<file path="src/rtl/if_stage_ctrl_if.sv">
// Bundle for the fetch-stage controller.
// The hazard/branch side drives the controls (pcwrite, ifid_write, flush,
// select, branch_target) and the instruction memory returns instr_i.
// The fetch stage drives the PC, the IF/ID register fields, the FSM state and
// the stall/flush event counters.
//   master : hazard unit / instruction memory side (drives controls, reads outputs)
//   slave  : if_stage_ctrl (reads controls, drives outputs)
interface if_stage_ctrl_if #(
    parameter int CNT_W = 16
);
    logic              pcwrite;
    logic              ifid_write;
    logic              flush;          // active-low
    logic              select;
    logic [31:0]       branch_target;
    logic [31:0]       instr_i;
    logic [31:0]       pc_o;
    logic [31:0]       ifid_pc4_o;
    logic [31:0]       ifid_instr_o;
    logic              ifid_valid_o;
    logic [1:0]        state_o;
    logic [CNT_W-1:0]  stall_cnt_o;
    logic [CNT_W-1:0]  flush_cnt_o;

    modport master (
        output pcwrite, ifid_write, flush, select, branch_target, instr_i,
        input  pc_o, ifid_pc4_o, ifid_instr_o, ifid_valid_o, state_o,
               stall_cnt_o, flush_cnt_o
    );

    modport slave (
        input  pcwrite, ifid_write, flush, select, branch_target, instr_i,
        output pc_o, ifid_pc4_o, ifid_instr_o, ifid_valid_o, state_o,
               stall_cnt_o, flush_cnt_o
    );
endinterface

</file>
<file path="src/rtl/if_stage_ctrl.sv">
// Instruction-fetch stage controller: PC register, IF/ID pipeline register,
// a three-state status FSM and saturating stall/flush event counters.
// Ports:
//   clk_i  : clock, all state changes on the rising edge
//   rst_i  : asynchronous active-low reset
//   bus    : if_stage_ctrl_if.slave (controls in; PC, IF/ID, state, counters out)
// Every output comes straight from a register.
module if_stage_ctrl #(
    parameter logic [31:0] RESET_PC = 32'h0000_0000,
    parameter int          CNT_W    = 16
) (
    input  logic          clk_i,
    input  logic          rst_i,
    if_stage_ctrl_if.slave bus
);
    typedef enum logic [1:0] {
        RUN    = 2'b00,
        STALL  = 2'b01,
        BUBBLE = 2'b10
    } state_t;

    localparam logic [CNT_W-1:0] CNT_ONE = {{(CNT_W-1){1'b0}}, 1'b1};

    state_t      state_reg, state_next;
    logic [31:0] pc_reg, pc_next;
    logic [31:0] pc4;
    logic [31:0] ifid_pc4_reg, ifid_pc4_next;
    logic [31:0] ifid_instr_reg, ifid_instr_next;
    logic        ifid_valid_reg, ifid_valid_next;

    // Wraps naturally at 2^32.
    assign pc4 = pc_reg + 32'd4;

    // PC: a taken branch beats the stall hold.
    always_comb begin
        pc_next = pc_reg;
        if (bus.select) begin
            pc_next = bus.branch_target;
        end else if (bus.pcwrite) begin
            pc_next = pc4;
        end
    end

    // IF/ID: a flush bubble beats the hold requested by ifid_write=0.
    always_comb begin
        ifid_pc4_next   = ifid_pc4_reg;
        ifid_instr_next = ifid_instr_reg;
        ifid_valid_next = ifid_valid_reg;
        if (!bus.flush) begin
            ifid_pc4_next   = 32'h0;
            ifid_instr_next = 32'h0;
            ifid_valid_next = 1'b0;
        end else if (bus.ifid_write) begin
            ifid_pc4_next   = pc4;
            ifid_instr_next = bus.instr_i;
            ifid_valid_next = 1'b1;
        end
    end

    // State only reflects this cycle's controls; any combination that is
    // neither a redirect/flush nor a PC hold reports RUN.
    always_comb begin
        state_next = RUN;
        if (!bus.flush || bus.select) begin
            state_next = BUBBLE;
        end else if (!bus.pcwrite) begin
            state_next = STALL;
        end
    end

    always_ff @(posedge clk_i or negedge rst_i) begin
        if (!rst_i) begin
            state_reg      <= RUN;
            pc_reg         <= RESET_PC;
            ifid_pc4_reg   <= 32'h0;
            ifid_instr_reg <= 32'h0;
            ifid_valid_reg <= 1'b0;
        end else begin
            state_reg      <= state_next;
            pc_reg         <= pc_next;
            ifid_pc4_reg   <= ifid_pc4_next;
            ifid_instr_reg <= ifid_instr_next;
            ifid_valid_reg <= ifid_valid_next;
        end
    end

    // Event counters: index 0 counts stalled cycles (PC held without a
    // redirect), index 1 counts flush events. Both may step in one cycle.
    logic [1:0]       cnt_inc;
    logic [CNT_W-1:0] cnt_val [2];

    assign cnt_inc[0] = !bus.select && !bus.pcwrite;
    assign cnt_inc[1] = !bus.flush;

    generate
        for (genvar gi = 0; gi < 2; gi++) begin : gen_cnt
            logic [CNT_W-1:0] cnt_reg;

            always_ff @(posedge clk_i or negedge rst_i) begin
                if (!rst_i) begin
                    cnt_reg <= '0;
                end else if (cnt_inc[gi] && (cnt_reg != {CNT_W{1'b1}})) begin
                    cnt_reg <= cnt_reg + CNT_ONE;
                end
            end

            assign cnt_val[gi] = cnt_reg;
        end
    endgenerate

    assign bus.pc_o         = pc_reg;
    assign bus.ifid_pc4_o   = ifid_pc4_reg;
    assign bus.ifid_instr_o = ifid_instr_reg;
    assign bus.ifid_valid_o = ifid_valid_reg;
    assign bus.state_o      = state_reg;
    assign bus.stall_cnt_o  = cnt_val[0];
    assign bus.flush_cnt_o  = cnt_val[1];
endmodule
</file>
<file path="src/flat_wrapper.sv">
// flat-port wrapper written by rule: the top's interface ports become plain ports
module if_stage_ctrl_flat 
#(
    parameter logic [31:0] RESET_PC = 32'h0000_0000,
    parameter int          CNT_W    = 16
)
  (clk_i, rst_i, bus_pcwrite, bus_ifid_write, bus_flush, bus_select, bus_branch_target, bus_instr_i, bus_pc_o, bus_ifid_pc4_o, bus_ifid_instr_o, bus_ifid_valid_o, bus_state_o, bus_stall_cnt_o, bus_flush_cnt_o);
  if_stage_ctrl_if #(.CNT_W(CNT_W)) bus_i ();
  input  logic clk_i;
  input  logic rst_i;
  input wire logic [$bits(bus_i.pcwrite)-1:0] bus_pcwrite;
  input wire logic [$bits(bus_i.ifid_write)-1:0] bus_ifid_write;
  input wire logic [$bits(bus_i.flush)-1:0] bus_flush;
  input wire logic [$bits(bus_i.select)-1:0] bus_select;
  input wire logic [$bits(bus_i.branch_target)-1:0] bus_branch_target;
  input wire logic [$bits(bus_i.instr_i)-1:0] bus_instr_i;
  output wire logic [$bits(bus_i.pc_o)-1:0] bus_pc_o;
  output wire logic [$bits(bus_i.ifid_pc4_o)-1:0] bus_ifid_pc4_o;
  output wire logic [$bits(bus_i.ifid_instr_o)-1:0] bus_ifid_instr_o;
  output wire logic [$bits(bus_i.ifid_valid_o)-1:0] bus_ifid_valid_o;
  output wire logic [$bits(bus_i.state_o)-1:0] bus_state_o;
  output wire logic [$bits(bus_i.stall_cnt_o)-1:0] bus_stall_cnt_o;
  output wire logic [$bits(bus_i.flush_cnt_o)-1:0] bus_flush_cnt_o;
  assign bus_i.pcwrite = bus_pcwrite;
  assign bus_i.ifid_write = bus_ifid_write;
  assign bus_i.flush = bus_flush;
  assign bus_i.select = bus_select;
  assign bus_i.branch_target = bus_branch_target;
  assign bus_i.instr_i = bus_instr_i;
  assign bus_pc_o = bus_i.pc_o;
  assign bus_ifid_pc4_o = bus_i.ifid_pc4_o;
  assign bus_ifid_instr_o = bus_i.ifid_instr_o;
  assign bus_ifid_valid_o = bus_i.ifid_valid_o;
  assign bus_state_o = bus_i.state_o;
  assign bus_stall_cnt_o = bus_i.stall_cnt_o;
  assign bus_flush_cnt_o = bus_i.flush_cnt_o;
  if_stage_ctrl #(.RESET_PC(RESET_PC), .CNT_W(CNT_W)) u_core (.clk_i(clk_i), .rst_i(rst_i), .bus(bus_i));
endmodule
</file>
<file path="config.mk">
export PLATFORM = sky130hd
export DESIGN_NAME = if_stage_ctrl_flat
export DESIGN_NICKNAME = d
export VERILOG_FILES = /design/src/rtl/if_stage_ctrl_if.sv /design/src/rtl/if_stage_ctrl.sv /design/src/flat_wrapper.sv
export SDC_FILE = /design/constraint.sdc
export NUM_CORES = 1
export LEC_CHECK = 0
export CAP_MARGIN = 20
export CORE_ASPECT_RATIO = 0.6
export CORE_UTILIZATION = 51
export DETAILED_ROUTE_END_ITERATION = 10
export GPL_TIMING_DRIVEN = 0
export MAX_ROUTING_LAYER = met4
export PLACE_DENSITY = 0.9
export SETUP_SLACK_MARGIN = 0.1
export SKIP_CTS_REPAIR_TIMING = 1
export SKIP_LAST_GASP = 1
export SYNTH_ARGS = -nofsm -noshare
export SYNTH_HDL_FRONTEND = slang
export SYNTH_SLANG_ARGS = --single-unit
</file>
<file path="constraint.sdc">
create_clock -name clk_i -period 3.2 [get_ports clk_i]
set_clock_uncertainty 0.15 [all_clocks]
set_input_delay 0.48 -clock clk_i [delete_from_list [all_inputs] [get_ports clk_i]]
set_output_delay 0.48 -clock clk_i [all_outputs]
set_load 0.03 [all_outputs]
</file>
# Word level (Yosys, flattened, before mapping)
# Cells that the tools add are included.
[word_totals] output_inout_bits=131 wordCells=31 ff_bits=131
[classes] eq_ne=3 add_sub_neg=3 n_mux=10 n_reduce_logical=8
[ops] operator="$mux W32" n=6
[ops] operator="$add A16 B1 Y16 const B" n=2
[ops] operator="$add A32 B3 Y32 const B" n=1
[ops] operator="$ne A16 B16 Y1 const B" n=2
[ops] operator="$logic_and A1 B1 Y1" n=3
[ops] operator="$logic_not A1 Y1" n=3
[ops] operator="$mux W1" n=3
[ops] operator="$mux W2" n=1
[ops] operator="$ne A2 B2 Y1 const B" n=1
[ops] operator="$reduce_bool A2 Y1" n=1
[ops] operator="$logic_or A1 B1 Y1" n=1

# Depth between registers and ports, before layout
# Gate-level depths: netlist of run 1.
[depth] word_depth=3 ltp_mapped=7 mapped_depth_nobuf=6

# Least setup slack after synthesis of run 1
# No wires, ideal clock.
[synth_timing] path_type="flip-flop to flip-flop" from="reg u_core.pc_reg[2], in the netlist u_core.bus.pc_o[2]" to="reg u_core.ifid_pc4_reg[28], in the netlist u_core.bus.ifid_pc4_o[28]" arrival_ps=2033 slack_ps=940 path_stages_with_launch=8 setup_time_ps=77 cell_sequence="dfrtp_1 > ha_1 > clkbuf_1 > nand4_1 > nor4_2 > nand2_1 > xor2_1 > a21oi_1"
[synth_between] elab_chain_len=3
[synth_rtl] item="start: declaration" line="if_stage_ctrl.sv:25" source="logic [31:0] pc_reg, pc_next;"
[synth_rtl] item="start signal: assignment" line="if_stage_ctrl.sv:80" source="pc_reg <= pc_next;"
[synth_rtl] item="$add A32 B3 Y32" line="if_stage_ctrl.sv:32" source="assign pc4 = pc_reg + 32'd4;"
[synth_rtl] item="$mux W32" line="if_stage_ctrl.sv:53" source="end else if (bus.ifid_write) begin"
[synth_rtl] item="$mux W32" line="if_stage_ctrl.sv:49" source="if (!bus.flush) begin"
[synth_rtl] item="end signal: assignment" line="if_stage_ctrl.sv:81" source="ifid_pc4_reg <= ifid_pc4_next;"
[synth_rtl] item="end: declaration" line="if_stage_ctrl.sv:27" source="logic [31:0] ifid_pc4_reg, ifid_pc4_next;"
# Every way passes these cells. The select of a mux whose other input is x is not followed.
# A chain may end at the register's enable or synchronous reset.

# Final worst setup path of run 1
[layout_timing] from="reg u_core.pc_reg[2], in the netlist u_core.bus.pc_o[2]" to="reg u_core.ifid_pc4_reg[22], in the netlist u_core.bus.ifid_pc4_o[22]"
# The elaborated chain is that of the path after synthesis.

==> metrics.txt, run 1 <==
first-pass GRT wire length=around 29 mm; tightest hold margin=around 0.35 ns; Top FF cell, synth=dfrtp_1; Final period util=0.860; HP Start=bus_select; num rows=31; critical path class=reg2reg; die area=approximately 0.013 mm2; clk buf depth=2; hold path endpoint=u_core.bus.pc_o[2]; wire per inst=between 15 and 20 um; Rel. slew slack=0.502; clock-pin slew on the worst setup and hold paths=around 0.060 ns; vias after detailed routing=approximately 5700; vias in the first global route=about 5400; flops & latches, synth=roughly 130; Critical R2R Launch=u_core.bus.pc_o[2]; post-layout instance count excluding filler cells=slightly above 1000; vias per cell=between 5 and 6; synthesized area per cell=10.1 um2; DPL Wire Length=around 14 mm; reg2reg path depth=7; post-synthesis sequential area ratio=0.512; RSZ-0062 raised after global routing=false; minimum clock period=approximately 2.8 ns; status=completed; worst hold path stage count=2; Synth cell types=38; Synth Cell Area=approximately 0.0064 mm2; H-tree Lvls=4; Detail Route Antenna Nets=0; Fmax=roughly 360 MHz; Initial DRC Count=~360; WP data required=approximately 3.3 ns; area leader, netlist=dfrtp_1; Hold Path Class=in2reg; Die W=about 150 um; Synth top cells by count=131 x dfrtp_1, 75 x nand2_1, 53 x o21ai_0; crit path launch type=flip-flop; n_diodes=0; DRC Markers=0; syn nets=707; count leader, synth=dfrtp_1; CTS tree=done; number of flops mapped to enable cells by yosys=0; clk root buf=clkbuf_16; Hold Vio Cnt, Final=0; Inst Count DP=between 900 and 1000; largest net degree at the start of global routing=a little under 80; remaining global-route overflow=0; Total Wirelength=~18 mm; Sinks on Clock Net=approximately 130; final setup fails=0; Initial Util=0.528; Leakage=between 3 and 4 nW; Crit. End Element=flip-flop; initial antenna violation count=0; Crit Path Max Fanout=10; Mapped Cells=634; pwr dens=between 500 and 600 mW/mm2; Reg2Reg Setup Slack=between 0.4 and 0.5 ns; Buffers on Ports=a little under 200; fraction of layout instances using a drive strength above 1=0.0647; synth-to-layout area growth=44.6%; Slew Limit Fails=0; GRT Total Usage=0.299; CP arrival=approximately 2.9 ns; Pre-antenna DRT Iters=8; final net count=about 930; gpl congestion=0.891; clk_lat worst skew=roughly 0.42 ns; r2r endpoint=u_core.bus.ifid_pc4_o[22]; VDD IR max=~0.60 mV; CTS Buf Count=17; FFs w/ async S/R, synth=1.00; area share of the largest cell type after synthesis=0.512; YS warnings=0; Die Ht=roughly 90 um; CORE AREA=0.0121 mm2; IO Pins=201; top area cells in the synthesized netlist=dfrtp_1 51%, xor2_1 6.6%, mux2i_1 5.9%; slew at the pin with the worst max-slew slack=about 0.75 ns; Max Cap Viol=0
==> per-stage QoR <==
step	utilization	setup slack (ns)	setup TNS (ns)	instance area (um2)	power, mW
finish	0.763	0.449	0	9270	5.44
detailed placement	0.710	0.368	0	8620	3.35
global route	0.763	0.342	0	9270	5.63
global placement	0.707	-3.40	-444.06	8590	3.31
floorplan	-	0.940	0	6410	2.74
CTS	0.762	0.508	0	9260	5.46
==> cell usage in the layout (no fill, tap or decap), drive strengths merged, types with 24 or more instances in the layout <==
master and count:
a21oi 24, clkbuf 53, clkdlybuf4s50 196, dfrtp 131, mux2i 38, nand2 75
nand3 31, nand4 31, nor2b 36, o21ai 54, xnor2 36, xor2 48
==> cell families after synthesis <==
family,share of synthesized area
AND/OR/NAND/NOR,0.193
flip-flops,0.512
AO/OA/AOI/OAI,0.0748
XOR/XNOR,0.115
buffers and inverters,0.0340
multiplexers,0.0664
adder cells (fa/ha/maj),0.00586
==> critical path: stages, from the launching register on <==
cell and delay, ns:
dfrtp_1 0.52, ha_1 0.23, clkbuf_1 0.38, nand4_1 0.17, nor4_2 0.62, nand2_1 0.14
xor2_1 0.30, a21oi_1 0.12
==> layer usage <==
layer / GRT usage / vias to the layer above / part of all wire
met3: 0.0588 / 28 / 0.079
met2: 0.450 / 278 / 0.46
met4: 0.0928 / 0 / 0.016
li1: - / 2608 / -
met5: - / - / 0
met1: 0.411 / 2738 / 0.45
==> cell type report <==
class,instances,area (um2)
tap,165,206
timing repair buffer,199,2010
buffer,46,195
clock inverter,13,196
inverter,6,22.5
multi-input combinational,451,2910
fill,784,2880
clock buffer,19,443
sequential,131,3280
==> report_power, final <==
part,switching [mW],internal [mW]
Sequential,0.192,1.83
Clock,0.760,1.34
Combinational,0.749,0.568
==> how the worst max path moves through the flow <==
stage,startpoint,end,slack [ns],cells past startpoint
5_1_grt,u_core.bus.pc_o[2],u_core.bus.ifid_pc4_o[22],0.34,7
2_1_floorplan,u_core.bus.pc_o[2],u_core.bus.ifid_pc4_o[28],0.94,7
6_report,u_core.bus.pc_o[2],u_core.bus.ifid_pc4_o[22],0.45,7
3_5_place_dp,bus_pcwrite,u_core.bus.stall_cnt_o[1],0.37,5
3_3_place_gp,rst_i,u_core.bus.flush_cnt_o[0],-3.40,1
4_1_cts,u_core.bus.pc_o[2],u_core.bus.ifid_pc4_o[22],0.51,7
==> flip-flops by register name, indices dropped and copies added, names as in the netlist <==
| name | count |
|---|---|
| u_core.bus.flush_cnt_o | 16 |
| u_core.bus.stall_cnt_o | 16 |
| u_core.bus.ifid_valid_o | 1 |
| u_core.bus.ifid_instr_o | 32 |
| u_core.bus.state_o | 2 |
| u_core.bus.pc_o | 32 |
| u_core.bus.ifid_pc4_o | 32 |
(Power assumes the default switching activity.)
==> run 2: changes to the inputs <==
Settings changed: CORE_ASPECT_RATIO 0.6 to 1.75.
==> run 2 against run 1 <==
Clock-buffer cell count increased by 2. Total power decreased by 1.6%. First-iteration DRC count decreased by 21%. Largest cell class unchanged. Flip-flop and latch count unchanged. Clock power decreased by 4%. Core utilization decreased by 0.11 points. Sequential power about the same. Maximum frequency increased by 1.1%. Register-to-register slack improved by 0.03 ns. Die area about the same. Global-route usage decreased by 0.34 points.
==> metrics.txt, run 2 (synthesis gave the netlist of run 1 again) <==
Crit Path Max Fanout=10 (unchanged); Hold Path Class=reg2reg; clk_lat worst skew=0.41 ns (about the same); Crit. End Element=flip-flop; Slowest-stage cell, CP=nor4_2; n_diodes=0 (unchanged); CP arrival=2.84 ns (-0.04 ns); Leakage=3.82 nW (-0.49%); Critical R2R Launch=u_core.bus.pc_o[2]; Die Ht=150 um (+69%); clock-pin slew on the worst setup and hold paths=0.06 ns (about the same); CTS tree=done; clk buf depth=2 (unchanged); Pre-antenna DRT Iters=5 (-3); num rows=53 (+71%); Hold Vio Cnt, Final=0 (unchanged); CP endpoint=u_core.bus.ifid_pc4_o[28]; Internal Dissipation=3.69 mW (-1.3%); reg2reg path depth=7 (unchanged); DRC Markers=0 (unchanged); r2r endpoint=u_core.bus.ifid_pc4_o[28]; RSZ-0062 raised after global routing=false; Initial Util=0.528 (about the same); slew at the pin with the worst max-slew slack=0.719 ns (-0.0287 ns); crit path buf inv count=1 (unchanged); H-tree Lvls=4 (unchanged); Crit path max-delay family=simple AND/OR/NAND/NOR gates; Detail Route Antenna Nets=0 (unchanged); GRT Total Usage=0.296 (-0.00342); crit-path max cell delay=0.59 ns (-0.03 ns); Die W=86.7 um (-41%); synth-to-layout area growth=44.3%; final setup fails=0 (unchanged); tightest hold margin=0.346 ns (-0.00368 ns); commonest cells after routing, fill and taps aside=196 x clkdlybuf4s50_1, 131 x dfrtp_1, 75 x nand2_1, 53 x o21ai_0, 48 x xor2_1; vias in the first global route=5860 (+8.7%); status=completed; Gate power share=0.246 (+0.004); setup ws final=0.477 ns (+0.0288 ns); vias after detailed routing=5668 (+0.28%); CP Launch Point=u_core.bus.pc_o[2]; Reg2Reg Setup Slack=0.48 ns (+0.03 ns); CORE AREA=0.0121 mm2 (about the same); initial antenna violation count=0 (unchanged); Sinks on Clock Net=131 (unchanged); switch share=0.310 (-0.00242); Max Cap Viol=0 (unchanged); placed cell areas=0.00862 mm2 (unchanged); Initial DRC Count=286 (-21%); largest net degree at the start of global routing=84 (+6.3%); Total Wirelength=18.0 mm (-2.2%); setup TNS=0 ns (unchanged); Buffers on Ports=197 (unchanged); Final Util=0.762 (-0.00113); clk root buf=clkbuf_16; CTS Buf Count=17 (unchanged); Psw=1.66 mW (-2.4%); DPL Wire Length=13.5 mm (-1.2%); Inst Count DP=997 (unchanged); most common cell after layout, fill and taps aside=clkdlybuf4s50_1; WP data required=3.32 ns (about the same); first-pass GRT wire length=28.7 mm (about the same); Crit. path cell count=7 (unchanged); Slew Limit Fails=0 (unchanged); crit-path cells=ha_1 -> clkbuf_1 -> nand4_1 -> nor4_2 -> nand2_1 -> xor2_1 -> a21oi_1; vias per cell=5.50 (+0.28%); gpl congestion=0.911 (+2.2%); crit path launch type=flip-flop; Rel. slew slack=0.521 (+0.0191); fin area=0.00925 mm2 (-0.19%); wire per inst=17.5 um (-2.2%); fraction of layout instances using a drive strength above 1=0.0647 (unchanged); VDD IR max=0.439 mV (-26%); remaining global-route overflow=0 (unchanged); minimum clock period=2.72 ns (-0.0288 ns); Final period util=0.851 (-0.00899); Power Total=5.35 mW (-1.6%); post-layout instance count excluding filler cells=1030 (unchanged); clock share of power=0.377 (-0.009); critical path class=reg2reg; Fmax=367 MHz (+1.1%); final net count=925 (unchanged); IO Pins=201 (unchanged); Flop pwr share=0.377 (+0.005); die area=0.0130 mm2 (about the same); Place WS=0.429 ns (+0.0613 ns); pwr dens=578 mW/mm2 (-1.5%)
-- run 2: changes by cell type in the layout (fill, tap and decap cells not counted) --
| cell | change |
|---|---|
| clkbuf_8 | +2 |
| bufinv_16 | -1 |
| clkinvlp_4 | +3 |
| inv_8 | -1 |
| inv_6 | -3 |
-- run 2: worst min path at each step --
stage                                from                         end  cells after the start
5_1_grt           u_core.bus.ifid_valid_o     u_core.bus.ifid_valid_o                      1
4_1_cts                             rst_i   u_core.bus.flush_cnt_o[3]                      1
6_report       u_core.bus.stall_cnt_o[10]  u_core.bus.stall_cnt_o[10]                      1
3_3_place_gp      u_core.bus.ifid_valid_o     u_core.bus.ifid_valid_o                      1
2_1_floorplan                       rst_i   u_core.bus.flush_cnt_o[0]                      0
3_5_place_dp                        rst_i   u_core.bus.flush_cnt_o[3]                      1
-- run 2: worst reg2reg max path, cell delays in order (launching register included) --
cell      delay (ns)
dfrtp_1         0.57
ha_1            0.27
clkbuf_1        0.42
nand4_1         0.17
nor4_2          0.59
nand2_1         0.15
xor2_1          0.18
a21oi_1         0.08
-- run 2: final cells by class --
| cell class | instances | area, um2 |
|---|---|---|
| inverter | 6 | 22.5 |
| tap | 165 | 206 |
| buffer | 46 | 195 |
| clock inverter | 11 | 151 |
| multi-input combinational | 451 | 2910 |
| fill | 878 | 2890 |
| sequential | 131 | 3280 |
| clock buffer | 21 | 470 |
| timing repair buffer | 199 | 2010 |
-- run 2: power groups by stage --
| stage | Clock [mW] | Sequential (mW) | Combinational, mW |
|---|---|---|---|
| after global routing | 2.12 | 2.04 | 1.40 |
| after CTS | 2.04 | 2.02 | 1.32 |
| final | 2.02 | 2.02 | 1.32 |
| after global placement | 0 | 2.03 | 1.28 |
| after detailed placement | 0 | 2.04 | 1.31 |
| after floorplan | 0 | 2.35 | 0.386 |
-- run 2: per-layer routing --
layer,vias to the layer above,GRT usage,routed length (um),part of all wire
li1,2604,-,-,-
met1,2746,0.311,6560,0.36
met2,268,0.533,9820,0.55
met3,50,0.0543,972,0.054
met4,0,0.130,646,0.036
met5,-,-,0,0
